$ cat config.mk
export PLATFORM = sky130hd
export DESIGN_NAME = relax_sequencer_flat
export DESIGN_NICKNAME = d
export VERILOG_FILES = /design/src/rtl/relax_if.sv /design/src/rtl/relax_sequencer.sv /design/src/flat_wrapper.sv
export SDC_FILE = /design/constraint.sdc
export NUM_CORES = 1
export LEC_CHECK = 0
export CAP_MARGIN = 20
export CORE_UTILIZATION = 29
export DETAILED_ROUTE_END_ITERATION = 6
export GPL_TIMING_DRIVEN = 0
export SLEW_MARGIN = 10
export SYNTH_ARGS = -nofsm -noshare
export SYNTH_HDL_FRONTEND = slang
export SYNTH_SLANG_ARGS = --single-unit
$ cat constraint.sdc
create_clock -name eclk -period 3.68 [get_ports eclk]
set_input_delay 0.736 -clock eclk [delete_from_list [all_inputs] [get_ports eclk]]
set_output_delay 0.736 -clock eclk [all_outputs]
set_load 0.01 [all_outputs]
$ cat src/rtl/relax_if.sv
// Handshake and status bundle between the relaxation sequencer and its
// controller: phase request, settle feedback, strobes and per-phase results.
interface relax_if #(
  parameter int unsigned CW = 8
);
  logic          start;
  logic          settle_in;
  logic          node_init;
  logic          upd_en;
  logic          pad_sample;
  logic          done;
  logic          timeout;
  logic          busy;
  logic [CW-1:0] iter_cnt;

  modport master (
    output start, settle_in,
    input  node_init, upd_en, pad_sample, done, timeout, busy, iter_cnt
  );

  modport slave (
    input  start, settle_in,
    output node_init, upd_en, pad_sample, done, timeout, busy, iter_cnt
  );
endinterface

$ cat src/rtl/relax_sequencer.sv
// Node-relaxation sequencer: init window after reset, then per phase issues
// update strobes until the node array settles or the iteration limit hits.
module relax_sequencer #(
  parameter int unsigned MAX_ITER    = 64,
  parameter int unsigned MIN_ITER    = 4,
  parameter int unsigned SETTLE_RUN  = 2,
  parameter int unsigned INIT_CYCLES = 16,
  parameter int unsigned CW          = 8
) (
  input logic     eclk,
  input logic     erst,
  relax_if.slave  bus
);

  localparam int unsigned IW = (INIT_CYCLES > 1) ? $clog2(INIT_CYCLES) : 1;
  localparam logic [CW-1:0] MAX_N   = CW'(MAX_ITER);
  localparam logic [CW-1:0] MIN_N   = CW'(MIN_ITER);
  localparam logic [CW-1:0] SR_N    = CW'(SETTLE_RUN);
  localparam logic [IW-1:0] INIT_LAST = IW'(INIT_CYCLES - 1);

  typedef enum logic [2:0] {
    S_INIT,
    S_IDLE,
    S_RUN,
    S_SAMPLE,
    S_DONE
  } state_t;

  state_t        state, state_d;
  logic [IW-1:0] init_cnt, init_cnt_d;
  logic [CW-1:0] n, n_d, n_inc;
  logic [CW-1:0] s, s_d, s_inc;
  logic [CW-1:0] iter_d;
  logic          timeout_d;
  logic          node_init_d, busy_d, upd_en_d, pad_sample_d, done_d;

  // State, counters and all outputs; erst wins at every edge.
  always_ff @(posedge eclk) begin
    if (erst) begin
      state          <= S_INIT;
      init_cnt       <= '0;
      n              <= '0;
      s              <= '0;
      bus.node_init  <= 1'b1;
      bus.busy       <= 1'b1;
      bus.upd_en     <= 1'b0;
      bus.pad_sample <= 1'b0;
      bus.done       <= 1'b0;
      bus.timeout    <= 1'b0;
      bus.iter_cnt   <= '0;
    end else begin
      state          <= state_d;
      init_cnt       <= init_cnt_d;
      n              <= n_d;
      s              <= s_d;
      bus.node_init  <= node_init_d;
      bus.busy       <= busy_d;
      bus.upd_en     <= upd_en_d;
      bus.pad_sample <= pad_sample_d;
      bus.done       <= done_d;
      bus.timeout    <= timeout_d;
      bus.iter_cnt   <= iter_d;
    end
  end

  // Next state, counter updates and next-cycle output values.
  always_comb begin
    state_d    = state;
    init_cnt_d = init_cnt;
    n_d        = n;
    s_d        = s;
    iter_d     = bus.iter_cnt;
    timeout_d  = bus.timeout;
    n_inc      = n + CW'(1);
    // Settle run length saturates so it can never wrap during a long phase.
    s_inc      = bus.settle_in ? ((s == SR_N) ? SR_N : s + CW'(1)) : '0;

    case (state)
      S_INIT: begin
        if (init_cnt == INIT_LAST) state_d = S_IDLE;
        else                       init_cnt_d = init_cnt + IW'(1);
      end
      S_IDLE: begin
        if (bus.start) begin
          state_d = S_RUN;
          n_d     = '0;
          s_d     = '0;
        end
      end
      S_RUN: begin
        n_d = n_inc;
        s_d = s_inc;
        if (n_inc >= MIN_N && s_inc >= SR_N) begin
          state_d   = S_SAMPLE;
          iter_d    = n_inc;
          timeout_d = 1'b0;
        end else if (n_inc == MAX_N) begin
          state_d   = S_SAMPLE;
          iter_d    = MAX_N;
          timeout_d = 1'b1;
        end
      end
      S_SAMPLE: state_d = S_DONE;
      S_DONE:   state_d = S_IDLE;
      default:  state_d = S_INIT;
    endcase

    node_init_d  = (state_d == S_INIT);
    busy_d       = (state_d != S_IDLE);
    upd_en_d     = (state_d == S_RUN);
    pad_sample_d = (state_d == S_SAMPLE);
    done_d       = (state_d == S_DONE);
  end

endmodule

$ cat src/flat_wrapper.sv
// flat-port wrapper written by rule: the top's interface ports become plain ports
module relax_sequencer_flat 
#(
  parameter int unsigned MAX_ITER    = 64,
  parameter int unsigned MIN_ITER    = 4,
  parameter int unsigned SETTLE_RUN  = 2,
  parameter int unsigned INIT_CYCLES = 16,
  parameter int unsigned CW          = 8
)
  (eclk, erst, bus_start, bus_settle_in, bus_node_init, bus_upd_en, bus_pad_sample, bus_done, bus_timeout, bus_busy, bus_iter_cnt);
  relax_if #(.CW(CW)) bus_i ();
  input logic eclk;
  input logic erst;
  input wire logic [$bits(bus_i.start)-1:0] bus_start;
  input wire logic [$bits(bus_i.settle_in)-1:0] bus_settle_in;
  output wire logic [$bits(bus_i.node_init)-1:0] bus_node_init;
  output wire logic [$bits(bus_i.upd_en)-1:0] bus_upd_en;
  output wire logic [$bits(bus_i.pad_sample)-1:0] bus_pad_sample;
  output wire logic [$bits(bus_i.done)-1:0] bus_done;
  output wire logic [$bits(bus_i.timeout)-1:0] bus_timeout;
  output wire logic [$bits(bus_i.busy)-1:0] bus_busy;
  output wire logic [$bits(bus_i.iter_cnt)-1:0] bus_iter_cnt;
  assign bus_i.start = bus_start;
  assign bus_i.settle_in = bus_settle_in;
  assign bus_node_init = bus_i.node_init;
  assign bus_upd_en = bus_i.upd_en;
  assign bus_pad_sample = bus_i.pad_sample;
  assign bus_done = bus_i.done;
  assign bus_timeout = bus_i.timeout;
  assign bus_busy = bus_i.busy;
  assign bus_iter_cnt = bus_i.iter_cnt;
  relax_sequencer #(.MAX_ITER(MAX_ITER), .MIN_ITER(MIN_ITER), .SETTLE_RUN(SETTLE_RUN), .INIT_CYCLES(INIT_CYCLES), .CW(CW)) u_core (.eclk(eclk), .erst(erst), .bus(bus_i));
endmodule
# --- Yosys cells after proc, flatten, opt, wreduce, memory -nomap -nowiden ---
# Index checks and enable logic that the tools add are counted.
word_totals:
  regBits: 37
  n_memories: 0
  elab_cells: 51
  ram_bits: 0
  mem_bits_ro: 0
  latch_bits: 0
  in_bits: 4
op_classes:
  mul: 0
  mux: 14
  bitwise_logic: 1
  add_sub_neg: 3
  n_lt_le_gt_ge: 2
  reduce_logical: 8
  n_div: 0
  eq_ne: 12
  shift: 0
op_table:
  columns: ["cell", "n"]
  rows:
  - ["8-bit two-way mux", 5]
  - ["8-bit case mux with 2 select lines", 2]
  - ["8-bit by 1-bit adder with 8-bit output, second input constant", 2]
  - ["3-bit case mux with 5 select lines", 1]
  - ["3-bit by 2-bit equality test with 1-bit output, second input constant", 4]
  - ["3-bit two-way mux", 4]
  - ["8-bit by 2-bit equality test with 1-bit output, second input constant", 1]
  - ["8-bit by 7-bit equality test with 1-bit output, second input constant", 1]
  - ["8-bit by 2-bit greater-or-equal comparator with 1-bit output, second input constant", 1]
  - ["8-bit by 3-bit greater-or-equal comparator with 1-bit output, second input constant", 1]
  - ["3-bit equality test, second input constant", 2]
  - ["3-bit logical NOT", 2]
  - ["2-bit AND reduction", 3]
  - ["4-bit by 1-bit adder with 4-bit output, second input constant", 1]
  - ["4-bit equality test, second input constant", 1]
  - ["2-bit nonzero test", 2]
  - ["3-bit by 1-bit equality test with 1-bit output, second input constant", 1]
  - ["3-bit by 1-bit inequality test with 1-bit output, second input constant", 1]
  - ["1-bit two-way mux", 2]
  - ["2-bit inequality test, second input constant", 1]
  - ["1-bit logical AND", 1]
  - ["1-bit NOT", 1]

# --- Longest topological paths before layout ---
# Gate-level depths: netlist of the first run.
logic_depth:
  depth_word: 8
  mapped_depth: 9

# --- Worst setup path before layout of the first run ---
# OpenSTA, ideal clock, no wires.
synth_path:
  kind: "flip-flop to flip-flop"
  from: "register u_core.n[0]"
  to: "register u_core.bus.iter_cnt[1]"
  synth_period_minus_slack_ps: 2121
  path_stages_with_launch: 8
  arrival_ps: 2004
  n_path_buf: 1
  path_slack_ps: 1559
  required_time_ps: 3564
  setup_time_ps: 116
  cell_sequence: "dfxtp_1 -> ha_1 -> nand3_2 -> nor2_2 -> xor2_2 -> or4b_4 -> buf_6 -> a41o_1"
synth_via:
  elab_chain_cells: 5
  word_cells_on_any_way: 7
  classes_between: "add/sub: 1; order compare: 1; eq/ne: 1; mux: 1; reduce/logical: 3"
synth_lines:
  columns: ["element", "line", "text"]
  rows:
  - ["start: declaration", "relax_sequencer.sv:31", "logic [CW-1:0] n, n_d, n_inc;"]
  - ["start signal: assignment", "relax_sequencer.sv:54", "n <= n_d;"]
  - ["8-bit by 1-bit adder with 8-bit output (*)", "relax_sequencer.sv:74", "n_inc = n + CW'(1);"]
  - ["8-bit by 3-bit greater-or-equal comparator with 1-bit output", "relax_sequencer.sv:93", "if (n_inc >= MIN_N && s_inc >= SR_N) begin"]
  - ["1-bit logical AND", "relax_sequencer.sv:93", null]
  - ["2-bit nonzero test (no source line)", null, null]
  - ["2-bit AND reduction (no source line)", null, null]
  - ["end signal: assignment", "relax_sequencer.sv:62", "bus.iter_cnt <= iter_d;"]
  - ["end: declaration", "relax_if.sv:23", "output node_init, upd_en, pad_sample, done, timeout, busy, iter_cnt"]
# Mark *: on every way between the ends. The rest lies on a longest branch, timed or not.
# A chain may end at the register's enable or synchronous reset.

# --- Worst setup path after layout of the first run ---
# Same ends and word-level chain as after synthesis.

==> run metrics, run 1 <==
status finished, final reports clean; worst path arrival time 2.56 ns; unrepaired setup endpoints after global routing no; Die X 82.9 microns; drt pass-1 iters 4; Routed WL per cell 13.3 microns; reg2reg setup slack between 1 and 1.5 ns; PwrDens approximately 350 nW/um^2; Max Root-Sink Buffers 2; fin util 0.361; worst hold path type reg2reg; Final Wtd Congestion roughly 0.87; fraction of layout cells with a size suffix above 1 0.0992; die height between 80 and 90 microns; placed cell count just over 300; root buffer cell clkbuf_8; Core Rows 29; minimum clock period after layout 2.37 ns; Port Buffers 17; hold slack final 0.459 ns; global-route wire length before repair ~7500 microns; Crit Path Class reg2reg; H-tree levels 2; Worst slew margin 0.492; most frequent cells in the layout dfxtp_1, nor2_1, clkdlybuf4s50_1; io pins 18; Post-Syn Area roughly 1900 sq um; final setup fails 0; CP Cell Sequence ha_1 -> nand3_2 -> nor2_2 -> xor2_2 -> or4b_4 -> buf_6 -> a41o_1; Post-route DRC 0; via count 1685; DR iter-0 viols 64; synthesized area per cell slightly below 9 sq um; slowest CP cell or4b_4; max-slew violation count 0; clock-pin slew on the worst setup and hold paths ~0.070 ns; Critical Path RT approximately 3.9 ns; PnR worst setup slack around 1.3 ns; gr usage total 0.134; final setup TNS 0 ns; crit-path max FO 10; startpoint types flip-flop; MaxCap Viol Count 0; die area approximately 6900 sq um; hpwl dp between 3000 and 4000 microns; post-CTS resize count 0; CTS tree yes; largest net degree at the start of global routing 12; sequential element share of the synthesized area 0.391; crit end category flip-flop; Synth-to-Final Area Change 20.2%; hold_buf cts 0; # fillers approximately 650; peak per-stage delay on the critical path 0.53 ns; Yosys cell types 50; worst slack, placed about 1.1 ns; post-CTS setup buffer count 0; vias in the first global route 1627; Final #Nets 249; DRT Wirelength ~4300 microns; worst-skew pair later-pin latency about 0.29 ns; Synth Flop Type dfxtp_1; cell family with most CP delay simple AND/OR/NAND/NOR gates; CTS Sinks 37; n_diodes 0; EDFF count, synth 0; Initial Util 0.300; Finished Layout Cells roughly 320; skew final 0.00510 ns; most common cell after layout, fill and taps aside dfxtp_1; post-route ant nets 0; Seq cells post-synth 37; CTS Buf Count 5; vias per cell around 5.3; yosys warns 0; VDD IR max 0.000145 V; Leak between 0.0008 and 0.0009 uW; asr flop ratio synth 0; Post-Syn Nets between 200 and 250; crit path buf inv count 1; FMAX around 420 MHz; Worst Max-Slew Pin Slew about 0.76 ns; Final Cycle Share 0.644; final hold vios 0; initial antenna violation count 0; core footprint 6310 sq um; GRT Residual Overflow 0; Synth Instances between 200 and 250
-- layer usage --
| layer | wire (microns) | global-route usage | vias up | part of all wire |
|---|---|---|---|---|
| li1 | - | - | 856 | - |
| met1 | 2110 | 0.171 | 795 | 0.50 |
| met2 | 1940 | 0.218 | 26 | 0.46 |
| met3 | 111 | 0.0239 | 8 | 0.026 |
| met4 | 97 | 0.0674 | 0 | 0.023 |
| met5 | 0 | 0 | - | 0 |
-- per-stage QoR --
step                      total power (uW)  area (sq um)
after global routing                   822          2280
after CTS                              800          2280
final                                  793          2280
after global placement                 436          2160
after detailed placement               436          2160
after floorplan                        426          1900
-- cells in the mapped netlist (2+ instances only) --
cell type,count,share of area
o21ai_1,3,0.0079
buf_4,3,0.012
a311oi_1,2,0.0092
nor3b_1,2,0.0079
a21o_1,3,0.012
and4_1,3,0.014
o31ai_1,5,0.020
a41o_1,2,0.011
dfxtp_1,37,0.39
a21oi_1,15,0.040
o21ai_0,8,0.021
nand2_1,15,0.030
o2111ai_1,4,0.018
o41a_1,2,0.012
mux2i_1,2,0.011
inv_1,3,0.0059
nand4_1,4,0.013
xnor2_1,5,0.023
nor4bb_1,2,0.011
nor3_1,7,0.018
ha_1,4,0.026
a31oi_1,5,0.016
nor2_1,23,0.046
xor2_1,7,0.032
and2_1,2,0.0066
nand3_1,9,0.024
buf_2,5,0.013
and3_1,5,0.016
nand3b_1,3,0.012
clkbuf_1,6,0.012
o41ai_2,2,0.017
-- cells by family (layout without fill, tap and decap cells) --
kind of cell    Yosys count  after routing  share of synthesized area
mux                       2              2                     0.0106
simple gates             85             85                      0.239
buf+inv                  18             43                     0.0488
xor+xnor                 13             13                     0.0640
compound gates           58             58                      0.220
flops                    37             37                      0.391
fa+ha+maj                 4              4                     0.0264
-- area by class of cell --
type,instances,area [sq um],area share
Tap cell,77,96.3,0.0423
Multi-Input combinational cell,162,1060,0.467
Clock buffer,7,86.3,0.0379
Timing Repair Buffer,17,170,0.0746
Inverter,3,11.3,0.00494
Clock inverter,1,30.0,0.0132
Buffer,15,81.3,0.0357
Sequential cell,37,741,0.325
-- tightest hold or removal path: cells and delay by family (launching register included) --
| family | cells | cell delay [ns] |
|---|---|---|
| buffers and inverters | 1 | 0.05 |
| flip-flops | 1 | 0.31 |
| AO/OA/AOI/OAI | 1 | 0.06 |
-- final timing paths --
path         depth (start not counted)                      to                   start
max reg2reg                          7  u_core.bus.iter_cnt[1]             u_core.n[0]
max                                  7  u_core.bus.iter_cnt[1]             u_core.n[0]
min reg2reg                          2  u_core.bus.iter_cnt[6]  u_core.bus.iter_cnt[6]
min                                  2  u_core.bus.iter_cnt[6]  u_core.bus.iter_cnt[6]
-- sequential cells by signal, indices dropped and copies added (netlist names), 3 cells and up --
| signal | cells |
|---|---|
| u_core.bus.iter_cnt | 8 |
| u_core.state | 3 |
| u_core.s | 8 |
| u_core.n | 8 |
| u_core.init_cnt | 4 |
-- report_power, final --
group          internal, uW  switching (uW)
clock network           221             145
registers               403            2.50
logic                  7.75            13.2
total                   632             161
(Power assumes the default switching activity.)
==> run 2, diff against run 1 <==
Clock period 3.68 ns to 2.45 ns, I/O delays scaled along.
==> run 2 against run 1 <==
  * Sequential cell count stayed put
  * Sequential power is 50% higher
  * Clock skew is 0.00084 ns higher
  * Cell count stayed put
  * Global-route usage stayed put
  * Count of clock-buffer cells in the layout stayed put
  * Utilization is 0.24 points higher
  * Non-clock buffer count stayed put
  * Clock power is 50% higher
  * Highest routed layer unchanged
==> run metrics, run 2 (synthesized netlist as in run 1, its figures left out) <==
final setup TNS 0 ns (unchanged); vias per cell 5.30 (+0.36%); fraction of layout cells with a size suffix above 1 0.107 (+0.00826); crit-path max FO 10 (unchanged); MaxCap Viol Count 0 (unchanged); startpoint types flip-flop; fin util 0.363 (+0.00238); max-slew violation count 0 (unchanged); CP Cell Sequence ha_2 -> nand3_2 -> nor2_2 -> xor2_2 -> or4b_4 -> buf_6 -> a41o_1; most common cell after layout, fill and taps aside dfxtp_1; status finished, final reports clean; R2R depth 7 (unchanged); via count 1691 (+0.36%); Initial Util 0.300 (unchanged); vias in the first global route 1627 (unchanged); VDD IR max 0.000219 V (+51%); Routed WL per cell 13.4 microns (+0.26%); worst-skew pair later-pin latency 0.29 ns (about the same); hpwl dp 3070 microns (unchanged); Final Cycle Share 0.906 (+0.262); Worst Max-Slew Pin Slew 0.768 ns (+0.00500 ns); Worst slew margin 0.488 (-0.00333); CTS Sinks 37 (unchanged); CTS Buf Count 5 (unchanged); hold_buf cts 0 (unchanged); critical path depth 7 (unchanged); Crit Path Class reg2reg; n_diodes 0 (unchanged); skew final 0.00594 ns (+0.000837 ns); most frequent cells in the layout dfxtp_1, nor2_1, clkdlybuf4s50_1; worst hold path type reg2reg; DRT Wirelength 4270 microns (+0.26%); GRT Residual Overflow 0 (unchanged); peak per-stage delay on the critical path 0.53 ns (about the same); Port Buffers 17 (unchanged); Core Rows 29 (unchanged); PwrDens 519 nW/um^2 (+49%); Leak 0.000849 uW (+0.30%); Max Root-Sink Buffers 2 (unchanged); io pins 18 (unchanged); unrepaired setup endpoints after global routing no; clock-pin slew on the worst setup and hold paths 0.07 ns (about the same); reg2reg setup slack 0.23 ns (-1.08 ns); minimum clock period after layout 2.22 ns (-0.150 ns); CTS tree yes; drt pass-1 iters 4 (unchanged); die area 6870 sq um (unchanged); Die X 82.9 microns (unchanged); Final Wtd Congestion 0.866 (unchanged); crit path buf inv count 1 (unchanged); Final #Nets 249 (unchanged); root buffer cell clkbuf_8; H-tree levels 2 (unchanged); final hold vios 0 (unchanged); largest net degree at the start of global routing 12 (unchanged); Critical Path RT 2.64 ns (-1.23 ns); Largest regs u_core.bus.iter_cnt (8), u_core.n (8), u_core.s (8); post-route ant nets 0 (unchanged); cell family with most CP delay simple AND/OR/NAND/NOR gates; core footprint 6310 sq um (unchanged); gr usage total 0.134 (unchanged); slowest CP cell or4b_4; post-CTS setup buffer count 0 (unchanged); initial antenna violation count 0 (unchanged); FMAX 451 MHz (+6.8%); Hold Path Depth 2 (unchanged); Synth-to-Final Area Change 21.0%; crit end category flip-flop; final setup fails 0 (unchanged); die height 82.9 microns (unchanged); global-route wire length before repair 7490 microns (unchanged); DR iter-0 viols 70 (+9.4%); worst path arrival time 2.41 ns (-0.15 ns); Post-route DRC 0 (unchanged)
[run 2: cell counts in the layout (fill, tap and decap cells not counted)]
No cell type changed its count.
[run 2: worst paths after layout]
path                                        startpoint                     end
worst max-delay path                       u_core.n[1]  u_core.bus.iter_cnt[1]
worst min-delay path            u_core.bus.iter_cnt[6]  u_core.bus.iter_cnt[6]
worst max register to register             u_core.n[1]  u_core.bus.iter_cnt[1]
worst min register to register  u_core.bus.iter_cnt[6]  u_core.bus.iter_cnt[6]
[run 2: repair_timing]
item                                    4_1_cts  5_1_grt
resized for setup                             0        3
hold endpoints to repair                      0        0
endpoints found under the setup margin        0       11
[run 2: metal layers]
layer,part of all wire,up-vias,GRT usage,wire (microns)
li1,-,855,-,-
met5,0,-,0,0
met3,0.031,8,0.0239,132
met1,0.49,795,0.171,2070
met4,0.024,0,0.0674,101
met2,0.46,33,0.218,1960
[run 2: report_power, final]
| group | total, uW | switching [uW] | internal [uW] |
|---|---|---|---|
| sequential | 609 | 3.75 | 605 |
| clock | 550 | 218 | 332 |
| combinational | 31.9 | 20.1 | 11.8 |
[run 2: layout make-up]
cell class | count | area (sq um)
Timing Repair Buffer | 17 | 170
Sequential cell | 37 | 742
Tap cell | 77 | 96.3
Inverter | 3 | 11.3
Buffer | 15 | 81.3
Fill cell | 650 | 4020
Multi-Input combinational cell | 162 | 1080
Clock inverter | 1 | 30.0
Clock buffer | 7 | 86.3
[run 2: through the flow]
step	hold slack, ns	total power (uW)	worst slack, ns	std cells	area [sq um]
2_1_floorplan	0.457	640	0.329	217	1900
3_3_place_gp	0.452	655	0.108	311	2160
3_5_place_dp	0.453	655	0.0973	311	2160
4_1_cts	0.464	1200	0.0820	319	2280
5_1_grt	0.522	1230	0.0894	319	2290
6_report	0.459	1190	0.230	319	2290
[run 2: worst min-delay path: cells and delay by family (launching register included)]
family,cells,cell delay [ns]
buf+inv,1,0.05
compound gates,1,0.06
flops,1,0.31
==> run 3, diff against run 2 <==
Settings changed: CTS_BUF_LIST from default to sky130_fd_sc_hd__clkbuf_16, GPL_ROUTABILITY_DRIVEN from default to 1.
==> run 3 against run 2 <==
  * Clock power grew 29%
  * Final area is 2.0% higher
  * Clock skew decreased by 0.00058 ns
  * Register-to-register slack about the same
==> run metrics, run 3 (synthesized netlist as in run 1, its figures left out) <==
status finished, final reports clean; post-CTS setup buffer count 0 (unchanged); fraction of layout cells with a size suffix above 1 0.103 (-0.00413); startpoint types flip-flop; final hold vios 0 (unchanged); M1 wire length 2130 microns (+2.7%); Synth-to-Final Area Change 23.4%; max-slew violation count 0 (unchanged); CTS Buf Count 5 (unchanged); initial antenna violation count 0 (unchanged); worst slack, placed 0.0973 ns (unchanged); Final Wtd Congestion 0.866 (unchanged); PnR worst setup slack 0.226 ns (-0.00408 ns); met3 wire len 105 microns (-20%); Core Rows 29 (unchanged); root buffer cell clkbuf_16; Critical Path RT 2.62 ns (-0.02 ns); Worst Max-Slew Pin Slew 0.778 ns (+0.0102 ns); die area 6870 sq um (unchanged); unrepaired setup endpoints after global routing no; Worst slew margin 0.481 (-0.00679); cell family with most CP delay simple AND/OR/NAND/NOR gates; Leak 0.000873 uW (+2.8%); Post-route DRC 0 (unchanged); Largest regs u_core.bus.iter_cnt (8), u_core.n (8), u_core.s (8); gr usage total 0.133 (-0.00148); CTS Sinks 37 (unchanged); hold_buf cts 0 (unchanged); vias in the first global route 1605 (-1.4%); global-route wire length before repair 7510 microns (+0.28%); CP Cell Sequence ha_2 -> nand3_2 -> nor2_2 -> xor2_2 -> or4b_4 -> buf_6 -> a41o_1; crit end category flip-flop; n_diodes 0 (unchanged); final setup fails 0 (unchanged); hold slack final 0.457 ns (-0.00233 ns); worst path arrival time 2.39 ns (-0.02 ns); Initial Util 0.300 (unchanged); Crit Path Class reg2reg; area occupied by multi-input gates 1080 sq um (unchanged); worst hold path type reg2reg; # fillers 642 (-1.2%); largest net degree at the start of global routing 12 (unchanged); worst-skew pair later-pin latency 0.28 ns (about the same); DRT Wirelength 4310 microns (+0.98%); post-CTS resize count 0 (unchanged); Storage cell area 742 sq um (unchanged); highest metal used met4; Final Cycle Share 0.908 (+0.00167); GRT Residual Overflow 0 (unchanged); final setup TNS 0 ns (unchanged); via count 1690 (-0.059%); minimum clock period after layout 2.22 ns (+0.00408 ns); io pins 18 (unchanged); slowest CP cell or4b_4; hpwl dp 3070 microns (unchanged); crit-path max FO 10 (unchanged); skew final 0.00536 ns (-0.000580 ns); drt pass-1 iters 4 (unchanged); Die X 82.9 microns (unchanged); Max Root-Sink Buffers 2 (unchanged); most common cell after layout, fill and taps aside dfxtp_1; VDD IR max 0.000349 V (+60%); Routed WL per cell 13.5 microns (+0.98%); post-route ant nets 0 (unchanged); core footprint 6310 sq um (unchanged); Port Buffers 17 (unchanged); clock-pin slew on the worst setup and hold paths 0.06 ns (about the same); die height 82.9 microns (unchanged); crit path buf inv count 1 (unchanged); peak per-stage delay on the critical path 0.52 ns (about the same); most frequent cells in the layout dfxtp_1, nor2_1, clkdlybuf4s50_1; met2 routed WL 2010 microns (+2.6%); Final #Nets 249 (unchanged); CTS tree yes; vias per cell 5.30 (about the same); MaxCap Viol Count 0 (unchanged); FMAX 450 MHz (-0.18%); DR iter-0 viols 106 (+51%); PwrDens 578 nW/um^2 (+11%); H-tree levels 2 (unchanged)
-- run 3: cell types whose count changed in the layout (fill, tap and decap cells not counted) --
| cell | before | now |
|---|---|---|
| clkinv_1 | 0 | 1 |
| inv_1 | 3 | 4 |
| clkbuf_8 | 6 | 0 |
| clkbuf_1 | 7 | 6 |
| clkbuf_16 | 0 | 5 |
-- run 3: tightest hold or removal path: cells and delay by family (launching register included) --
family	cells	cell delay [ns]
AO/OA/AOI/OAI	1	0.06
buffers and inverters	1	0.05
flip-flops	1	0.31
-- run 3: layout make-up --
cell class                 instances  area share
buffer                            15      0.0347
clock buffer                       5      0.0534
clock inverter                     3      0.0160
inverter                           3     0.00481
multi-input combinational        162       0.460
sequential                        37       0.317
tap                               77      0.0412
timing repair buffer              17      0.0727
-- run 3: report_power, final --
part	leakage (uW)	internal, uW	switching (uW)
clock network	0.0000826	473	239
logic	0.000491	11.8	20.0
registers	0.000299	606	3.74
-- run 3: per-stage QoR --
step | utilization | std cells | instance area (sq um) | power, uW
floorplan | - | 217 | 1900 | 640
global placement | 0.343 | 311 | 2160 | 655
detailed placement | 0.343 | 311 | 2160 | 655
CTS | 0.368 | 319 | 2330 | 1360
global route | 0.371 | 319 | 2340 | 1390
finish | 0.371 | 319 | 2340 | 1350
-- run 3: final timing paths --
check	startpoint	to	slack [ns]	cells past startpoint
setup / recovery	u_core.n[1]	u_core.bus.iter_cnt[1]	0.23	7
hold / removal	u_core.bus.iter_cnt[6]	u_core.bus.iter_cnt[6]	0.46	2
setup reg to reg	u_core.n[1]	u_core.bus.iter_cnt[1]	0.23	7
hold reg to reg	u_core.bus.iter_cnt[6]	u_core.bus.iter_cnt[6]	0.46	2
-- run 3: layer usage --
layer / track usage / vias up
met2: 0.220 / 28
met5: 0 / -
li1: - / 856
met3: 0.0239 / 6
met1: 0.175 / 800
met4: 0.0439 / 0
